--- config.mk ---
export PLATFORM = sky130hd
export DESIGN_NAME = mst_strm_gen
export DESIGN_NICKNAME = d
export VERILOG_FILES = /design/src/rtl/mst_strm_gen.sv
export SDC_FILE = /design/constraint.sdc
export NUM_CORES = 1
export LEC_CHECK = 0
export CORE_UTILIZATION = 45
export DETAILED_ROUTE_END_ITERATION = 7
export PLACE_DENSITY_LB_ADDON = 0.15
export SKIP_LAST_GASP = 1
export SYNTH_ARGS = -nofsm -noshare
export SYNTH_HDL_FRONTEND = slang
export SYNTH_SLANG_ARGS = --single-unit
--- constraint.sdc ---
create_clock -name clk -period 7.95 [get_ports clk]
set_clock_uncertainty 0.1 [all_clocks]
set_input_delay 1.1925 -clock clk [delete_from_list [all_inputs] [get_ports clk]]
set_output_delay 1.1925 -clock clk [all_outputs]
set_load 0.05 [all_outputs]
--- src/rtl/mst_strm_gen.sv ---
// Streaming test-pattern source for FIFO channel 0: answers gen0req with framed {last, payload}
// words. Optional payload error injection is compiled in with GEN_ERRINJ_EN.
module mst_strm_gen #(
  parameter int unsigned DWIDTH    = 13,
  parameter logic [11:0] LFSR_SEED = 12'hACE
) (
  input  logic              clk,
  input  logic              rst,
  input  logic              genstart,
  input  logic              genstop,
  input  logic [1:0]        genmode,
  input  logic [11:0]       genpat,
  input  logic [15:0]       genlen,
  input  logic [15:0]       genpkts,
  input  logic              gen0req,
`ifdef GEN_ERRINJ_EN
  input  logic              errinj,
`endif
  output logic [DWIDTH-1:0] gen0dat,
  output logic              genbusy,
  output logic              gendone,
  output logic              generr,
  output logic [31:0]       genwcnt
);

  typedef enum logic [1:0] {
    StIdle,
    StRun,
    StDone
  } state_e;

  localparam logic [1:0] ModeCnt  = 2'd0;
  localparam logic [1:0] ModeLfsr = 2'd1;
  localparam logic [1:0] ModeFix  = 2'd2;
  localparam logic [1:0] ModeWalk = 2'd3;

  // An all-zero seed would lock the LFSR, so it is forced to 1.
  localparam logic [11:0] SeedEff = (LFSR_SEED == 12'h000) ? 12'h001 : LFSR_SEED;

  state_e            st_q, st_d;
  logic [1:0]        mode_q, mode_d;
  logic [15:0]       len_q, len_d;
  logic [15:0]       pkts_q, pkts_d;
  logic [15:0]       wip_q, wip_d;
  logic [15:0]       pkt_q, pkt_d;
  logic [11:0]       pat_q, pat_d;
  logic [DWIDTH-1:0] dat_q, dat_d;
  logic [31:0]       wcnt_q, wcnt_d;
  logic              err_q, err_d;

  logic              serve;
  logic              start;
  logic              last;
  logic              last_pkt;
  logic [15:0]       len_m1;
  logic [11:0]       seed;
  logic              inj;

  function automatic logic [11:0] pat_next(input logic [1:0] m, input logic [11:0] d);
    logic [11:0] n;
    unique case (m)
      ModeCnt:  n = d + 12'd1;
      ModeLfsr: n = {d[10:0], d[11] ^ d[10] ^ d[9] ^ d[3]};
      ModeFix:  n = d;
      default:  n = {d[10:0], d[11]};
    endcase
    return n;
  endfunction

  always_comb begin
    unique case (genmode)
      ModeCnt:  seed = 12'h000;
      ModeLfsr: seed = SeedEff;
      ModeFix:  seed = genpat;
      ModeWalk: seed = 12'h001;
      default:  seed = 12'h000;
    endcase
  end

  assign len_m1   = (len_q == 16'd0) ? 16'd0 : len_q - 16'd1;
  assign last     = (wip_q == len_m1);
  assign last_pkt = (pkts_q != 16'd0) && (pkt_q == pkts_q - 16'd1);
  assign start    = (st_q != StRun) && genstart && !genstop;
  assign serve    = (st_q == StRun) && gen0req && !genstop;

`ifdef GEN_ERRINJ_EN
  logic arm_q, arm_d;

  // Arming is one-shot: a served word consumes it, pulses while armed are dropped.
  always_comb begin
    arm_d = arm_q;
    if (serve) begin
      arm_d = 1'b0;
    end
    if (errinj && !arm_q) begin
      arm_d = 1'b1;
    end
  end

  always_ff @(posedge clk or posedge rst) begin
    if (rst) begin
      arm_q <= 1'b0;
    end else begin
      arm_q <= arm_d;
    end
  end

  assign inj = arm_q;
`else
  assign inj = 1'b0;
`endif

  always_comb begin
    st_d   = st_q;
    mode_d = mode_q;
    len_d  = len_q;
    pkts_d = pkts_q;
    wip_d  = wip_q;
    pkt_d  = pkt_q;
    pat_d  = pat_q;
    dat_d  = dat_q;
    wcnt_d = wcnt_q;
    err_d  = err_q;

    unique case (st_q)
      StIdle, StDone: begin
        if (start) begin
          st_d   = StRun;
          mode_d = genmode;
          len_d  = genlen;
          pkts_d = genpkts;
          wip_d  = 16'd0;
          pkt_d  = 16'd0;
          pat_d  = seed;
          wcnt_d = 32'd0;
          err_d  = 1'b0;
        end
      end
      StRun: begin
        if (genstop) begin
          st_d = StIdle;
        end else if (gen0req) begin
          dat_d           = '0;
          dat_d[DWIDTH-1] = last;
          dat_d[11:0]     = {pat_q[11:1], pat_q[0] ^ inj};
          pat_d           = pat_next(mode_q, pat_q);
          wcnt_d          = wcnt_q + 32'd1;
          if (last) begin
            wip_d = 16'd0;
            pkt_d = pkt_q + 16'd1;
            if (last_pkt) begin
              st_d = StDone;
            end
          end else begin
            wip_d = wip_q + 16'd1;
          end
        end
      end
      default: st_d = StIdle;
    endcase

    // A request that cannot be served is flagged, even in a start cycle.
    if (gen0req && !serve) begin
      err_d = 1'b1;
    end
  end

  always_ff @(posedge clk or posedge rst) begin
    if (rst) begin
      st_q   <= StIdle;
      mode_q <= 2'd0;
      len_q  <= 16'd0;
      pkts_q <= 16'd0;
      wip_q  <= 16'd0;
      pkt_q  <= 16'd0;
      pat_q  <= 12'd0;
      dat_q  <= '0;
      wcnt_q <= 32'd0;
      err_q  <= 1'b0;
    end else begin
      st_q   <= st_d;
      mode_q <= mode_d;
      len_q  <= len_d;
      pkts_q <= pkts_d;
      wip_q  <= wip_d;
      pkt_q  <= pkt_d;
      pat_q  <= pat_d;
      dat_q  <= dat_d;
      wcnt_q <= wcnt_d;
      err_q  <= err_d;
    end
  end

  assign gen0dat = dat_q;
  assign genbusy = (st_q == StRun);
  assign gendone = (st_q == StDone);
  assign generr  = err_q;
  assign genwcnt = wcnt_q;

endmodule

==> impl_metrics.yaml, run 1 <==
synth:
  ys.flop_type: "dfrtp_1"
  synthCells: 922
  synth_top_area_share_pct: 41.6
  synth_area_leaders: "dfrtp_1, nand2_1, nor2_1"
  syn_area_mm2: 0.00758
  synth_cell_types: 75
  synth_edf_count: 0
  yosysWarnings: 0
  syn_avg_cell_area_um2: 8.22
  ys_async_sr_fraction_pct: 100
  yosys.area.top_type: "dfrtp_1"
  ys_seq_area_share_pct: 41.6
  ys_seq_elements: 126
  syn_nets: 979
sta:
  timing_hold_violations_final: 0
  fin_tns_setup_ns: 0
  finalCritPeriodShare_pct: 52.4
  setup-violations-final: 0
  grt_setup_unrepaired: "false"
  slew_violations: 0
  relSlewSlack_pct: 35.9
  final.min_clock_period_ns: 4.16
  worst_pin_slew_ns: 0.961
  fin_hold_ws_ns: 0.377
  fmax_mhz: 240
worst_setup_path:
  reg2reg_to: "wip_q[5]"
  critPathBufInv: 1
  r2r_cells: 11
  cp.arrival_ns: 4.38
  cp_top_family: "simple AND/OR/NAND/NOR gates"
  timing.rr.start: "len_q[0]"
  crit_path_max_fanout: 13
  cp_slowest_cell: "o21ai_1"
  reg2reg_slack_ns: 3.79
  critPathKind: "reg2reg"
  slowest_delay_ns: 0.66
  end_kind: "flip-flop"
  required_ns: 8.16
  cp_cell_sequence: "inv_1 > ha_1 > or3b_2 > or2_2 > and3_1 > a2111oi_0 > nand4b_1 > or2_2 > o21ai_1 > o21ai_0 > a22o_1"
  cp-start-kind: "flip-flop"
  cp_common_cell: "or2_2"
clock_tree:
  cts_tree: "yes"
  cts.path.max_buffers: 2
  clock_latency_ns: 0.42
  root_buffer: "clkbuf_16"
  path_clk_slew_ns: 0.06
  ctsHoldBuffers: 0
  cts_buffers: 17
  post_cts_resized: 0
  cts_sinks: 126
  htreeDepth: 4
  cts_setup_buffers: 0
placement:
  portBuffers: 98
  dp_cells: 1197
  hpwlAfterDp_um: 13900
  gp_congestion: 0.898
route:
  drc_errors: 0
  met3_wirelength_um: 781
  dr_wl_met2_um: 9520
  drt_wl_total_um: 19800
  avgViaCountPerCell: 5.61
  ant_nets: 0
  firstDrtPassIters: 5
  highest_layer: "met4"
  dr.first_iter.drc_count: 499
  vias: 6897
  wl_per_cell_um: 16.1
  drt-met1-wl_um: 9320
pwr:
  power_leakage_nw: 3.94
  cellPowerDensity_mw_per_mm2: 237
  p_switching_w: 0.000795
  comb_power_share_pct: 26.9
  p_int_w: 0.00140
  swShare_pct: 36.2
  clkPwrFrac_pct: 34.6
  vdd_drop_max_mv: 0.169
  finalPower_w: 0.00220
  pwr-share-seq_pct: 38.5
die:
  dieWidth_um: 132
  rows: 47
  dieHeight_um: 132
  io_pins: 99
  start_util_pct: 45.9
  dieArea_mm2: 0.0174
  core_mm2: 0.0165
min_path:
  hold_path_end: "gen0dat[6]"
  hold_path_depth: 2
  hold_start: "gen0dat[6]"
  worstHoldPathType: "reg2reg"
global_route:
  grt_max_degree: 76
  grt_usage_pct: 23.9
  antenna_found_initial: 0
  gr-total-overflow: 0
  grt_pass1_wl_um: 33500
  first_global_vias: 6491
job:
  max_cap_viol_count: 0
finish:
  mostFrequentLayoutCell: "nand2_1"
  nNetsFinal: 1053
  final_cell_mix: "nand2_1, dfrtp_1, clkdlybuf4s50_1, nor2_1, o21ai_0"
  finish.utilization_pct: 56.0
  drive_above_1_share_pct: 6.05
  syn_to_final_growth_pct: 22.1
  final_cells: 1229
  n_antenna_cell: 0
run_status:
  run_status: "completed"
-- synth_stat cells (all sizes together), types with 3 or more instances --
cell    count
or3        15
a22o        4
inv        27
a22oi       3
o311ai      6
or2         7
or4         6
nand3      45
and4        5
a211oi      7
xnor2      30
nand3b      3
o22ai       3
clkbuf     39
mux2i       8
buf         9
and2        3
ha          6
o211a       3
a21boi      4
nand2     190
o21ai      56
nor2b       7
dfrtp     126
a211o       3
nor3       23
o221ai      3
o211ai      3
o31a        3
nor2       78
and3       15
nor4       19
a31oi       8
nor3b       3
a21o        4
a21oi      46
nand2b      9
o31ai       7
a21bo       3
xor2       33
nand4      19
nand4b      3
-- metrics by stage --
| stage | worst slack (ns) | cell area, µm² |
|---|---|---|
| finish | 3.79 | 9260 |
| global route | 3.36 | 9260 |
| CTS | 3.83 | 9260 |
| detailed placement | 3.75 | 8690 |
| global placement | 3.80 | 8690 |
| floorplan | 3.30 | 7580 |
-- power by group through the flow --
stage | clock network, W | logic (W) | registers, W
CTS | 0.000774 | 0.000591 | 0.000845
finish | 0.000760 | 0.000591 | 0.000846
global placement | 0 | 0.000583 | 0.000853
global route | 0.000803 | 0.000655 | 0.000862
detailed placement | 0 | 0.000588 | 0.000856
floorplan | 0 | 0.000366 | 0.000895
-- worst max-delay path by stage --
stage              from          end  slack, ns  depth (start not counted)
2_1_floorplan       rst   gen0dat[0]       3.30                          1
3_5_place_dp    gen0req  genwcnt[28]       3.75                         10
4_1_cts        len_q[0]     wip_q[5]       3.83                         11
6_report       len_q[0]     wip_q[5]       3.79                         11
3_3_place_gp    gen0req  genwcnt[30]       3.80                         10
5_1_grt        len_q[0]     pkt_q[9]       3.36                         10
-- cell families after synthesis --
group / share of synthesized area [%]
multiplexers: 1.20
adder cells (fa/ha/maj): 0.990
XOR/XNOR: 7.58
AO/OA/AOI/OAI: 16.0
flip-flops: 41.6
buffers and inverters: 3.93
AND/OR/NAND/NOR: 28.7
-- worst reg2reg max path, cell delays in order, from the launching register on --
cell,delay (ns)
dfrtp_1,0.41
inv_1,0.13
ha_1,0.29
or3b_2,0.52
or2_2,0.34
and3_1,0.19
a2111oi_0,0.30
nand4b_1,0.29
or2_2,0.40
o21ai_1,0.66
o21ai_0,0.21
a22o_1,0.22
-- layer usage --
metal,global-route usage (%),vias up
li1,-,3409
met5,0,-
met1,33.0,3324
met3,4.92,15
met4,6.27,0
met2,38.4,149
-- layout make-up --
class                   instances  area (µm²)
well taps                     220         275
inverters                      27         104
clock inverters                14         131
repair buffers                103        1020
clock buffers                  18         439
flip-flops and latches        126        3150
multi-input cells             721        4140
fillers                      1540        7270
-- registers in the layout, summed over array words and instances (netlist names), 12 cells and up --
| name | count |
|---|---|
| pat_q | 12 |
| gen0dat | 13 |
| pkts_q | 16 |
| len_q | 16 |
| wip_q | 16 |
| genwcnt | 32 |
| pkt_q | 16 |
No activity file was read; power rests on OpenSTA's default activity.
==> run 2: changes to the inputs <==
- clock period: 7.95 -> 3.7 ns (I/O delays scaled with it)
==> impl_metrics.yaml, run 2 (synthesized netlist as in run 1, its figures left out) <==
clock_tree:
  cts_buffers: 17
  root_buffer: "clkbuf_16"
  cts_sinks: 126
  path_clk_slew_ns: 0.05
  ctsHoldBuffers: 0
  clock_latency_ns: 0.42
  cts_tree: "yes"
  htreeDepth: 4
  cts.path.max_buffers: 2
sta:
  grt_setup_unrepaired: "true"
  final.min_clock_period_ns: 3.64
  slew_violations: 0
  relSlewSlack_pct: 46.6
  setup-violations-final: 0
  fmax_mhz: 275
  worst_pin_slew_ns: 0.802
  timing_hold_violations_final: 0
  fin_tns_setup_ns: 0
  finalCritPeriodShare_pct: 98.4
finish:
  largest_reg_flops: 32
  drive_above_1_share_pct: 10.1
  final_cell_mix: "nand2_1, dfrtp_1, clkdlybuf4s50_1, nor2_1, o21ai_0"
  n_antenna_cell: 0
  mostFrequentLayoutCell: "nand2_1"
  finish.utilization_pct: 58.4
  syn_to_final_growth_pct: 27.3
  nNetsFinal: 1093
worst_setup_path:
  end_kind: "flip-flop"
  critPathKind: "reg2reg"
  cp-start-kind: "flip-flop"
  required_ns: 3.94
  cp.arrival_ns: 3.88
  crit_path_max_fanout: 8
route:
  ant_nets: 0
  vias: 7101
  drc_errors: 0
  wl_per_cell_um: 16.3
  dr.first_iter.drc_count: 553
  avgViaCountPerCell: 5.60
  drt_wl_total_um: 20600
  firstDrtPassIters: 5
die:
  start_util_pct: 45.9
  core_mm2: 0.0165
  rows: 47
  io_pins: 99
  dieArea_mm2: 0.0174
  dieHeight_um: 132
  dieWidth_um: 132
run_status:
  run_status: "completed"
global_route:
  grt_pass1_wl_um: 34300
  grt_usage_pct: 24.6
  first_global_vias: 6854
  gr-total-overflow: 0
  antenna_found_initial: 0
  grt_max_degree: 73
placement:
  hpwlAfterDp_um: 14800
  gp_congestion: 0.901
  portBuffers: 98
pwr:
  vdd_drop_max_mv: 0.345
  cellPowerDensity_mw_per_mm2: 505
  power_leakage_nw: 4.16
job:
  max_cap_viol_count: 0
min_path:
  worstHoldPathType: "reg2reg"
-- run 2: changes by cell type in the layout (fill, tap and decap cells not counted), moves of 2 or more --
cell	before	now
a2111oi_0	2	0
a2111oi_2	0	2
buf_12	0	2
buf_4	5	43
clkbuf_1	0	2
clkbuf_8	1	3
inv_6	5	0
nor4_1	17	15
nor4_2	2	4
o31ai_1	7	5
-- run 2: path summary, 6_finish.rpt --
| check | from | endpoint | slack (ns) | depth (start not counted) |
|---|---|---|---|---|
| setup / recovery | len_q[1] | pkt_q[7] | 0.06 | 8 |
| hold / removal | gen0dat[6] | gen0dat[6] | 0.37 | 2 |
| setup reg to reg | len_q[1] | pkt_q[7] | 0.06 | 8 |
| hold reg to reg | gen0dat[6] | gen0dat[6] | 0.37 | 2 |
| max in group asynchronous | rst | pkts_q[3] | 2.26 | 3 |
| min in group asynchronous | rst | len_q[12] | 0.49 | 2 |
-- run 2: metrics by stage --
step                worst slack, ns  instances  instance area [µm²]  hold WS (ns)  power (W)
floorplan                     0.220        922                 7580         0.388    0.00271
global placement            -0.0107       1234                 8990         0.363    0.00317
detailed placement          -0.0285       1234                 8990         0.367    0.00318
CTS                          0.0522       1265                 9580         0.380    0.00486
global route                -0.0410       1268                 9650         0.398    0.00513
finish                       0.0598       1268                 9650         0.373    0.00487
-- run 2: critical path: stages, from the launching register on --
cell     delay (ns)
dfrtp_1        0.39
or4_4          0.61
or4b_4         0.56
xor2_1         0.17
o21a_1         0.20
or3_4          0.39
o41a_4         0.47
or4_1          0.51
a21oi_1        0.15
-- run 2: what timing repair did --
item / 4_1_cts / 5_1_grt
endpoints found under the setup margin: 4 / 13
pin swaps: 0 / 5
buffers inserted: 0 / 3
gates resized for setup: 1 / 12
-- run 2: final cells by class --
type | count | area (µm²)
fillers | 1511 | 6880
multi-input cells | 721 | 4190
flip-flops and latches | 126 | 3150
repair buffers | 143 | 1340
clock buffers | 22 | 474
well taps | 220 | 275
clock inverters | 9 | 111
inverters | 27 | 105
-- run 2: layer usage --
metal	GRT usage, %	routed length, µm	vias up	part of all wire [%]
met5	0	0	-	0
met4	7.24	272	0	1.3
met3	5.23	885	23	4.3
met2	40.7	10000	181	49
met1	32.5	9430	3418	46
li1	-	-	3479	-
-- run 2: report_power, final --
part           internal (W)  switching (W)
Clock               0.00104       0.000629
Combinational      0.000583       0.000840
Sequential          0.00156       0.000225
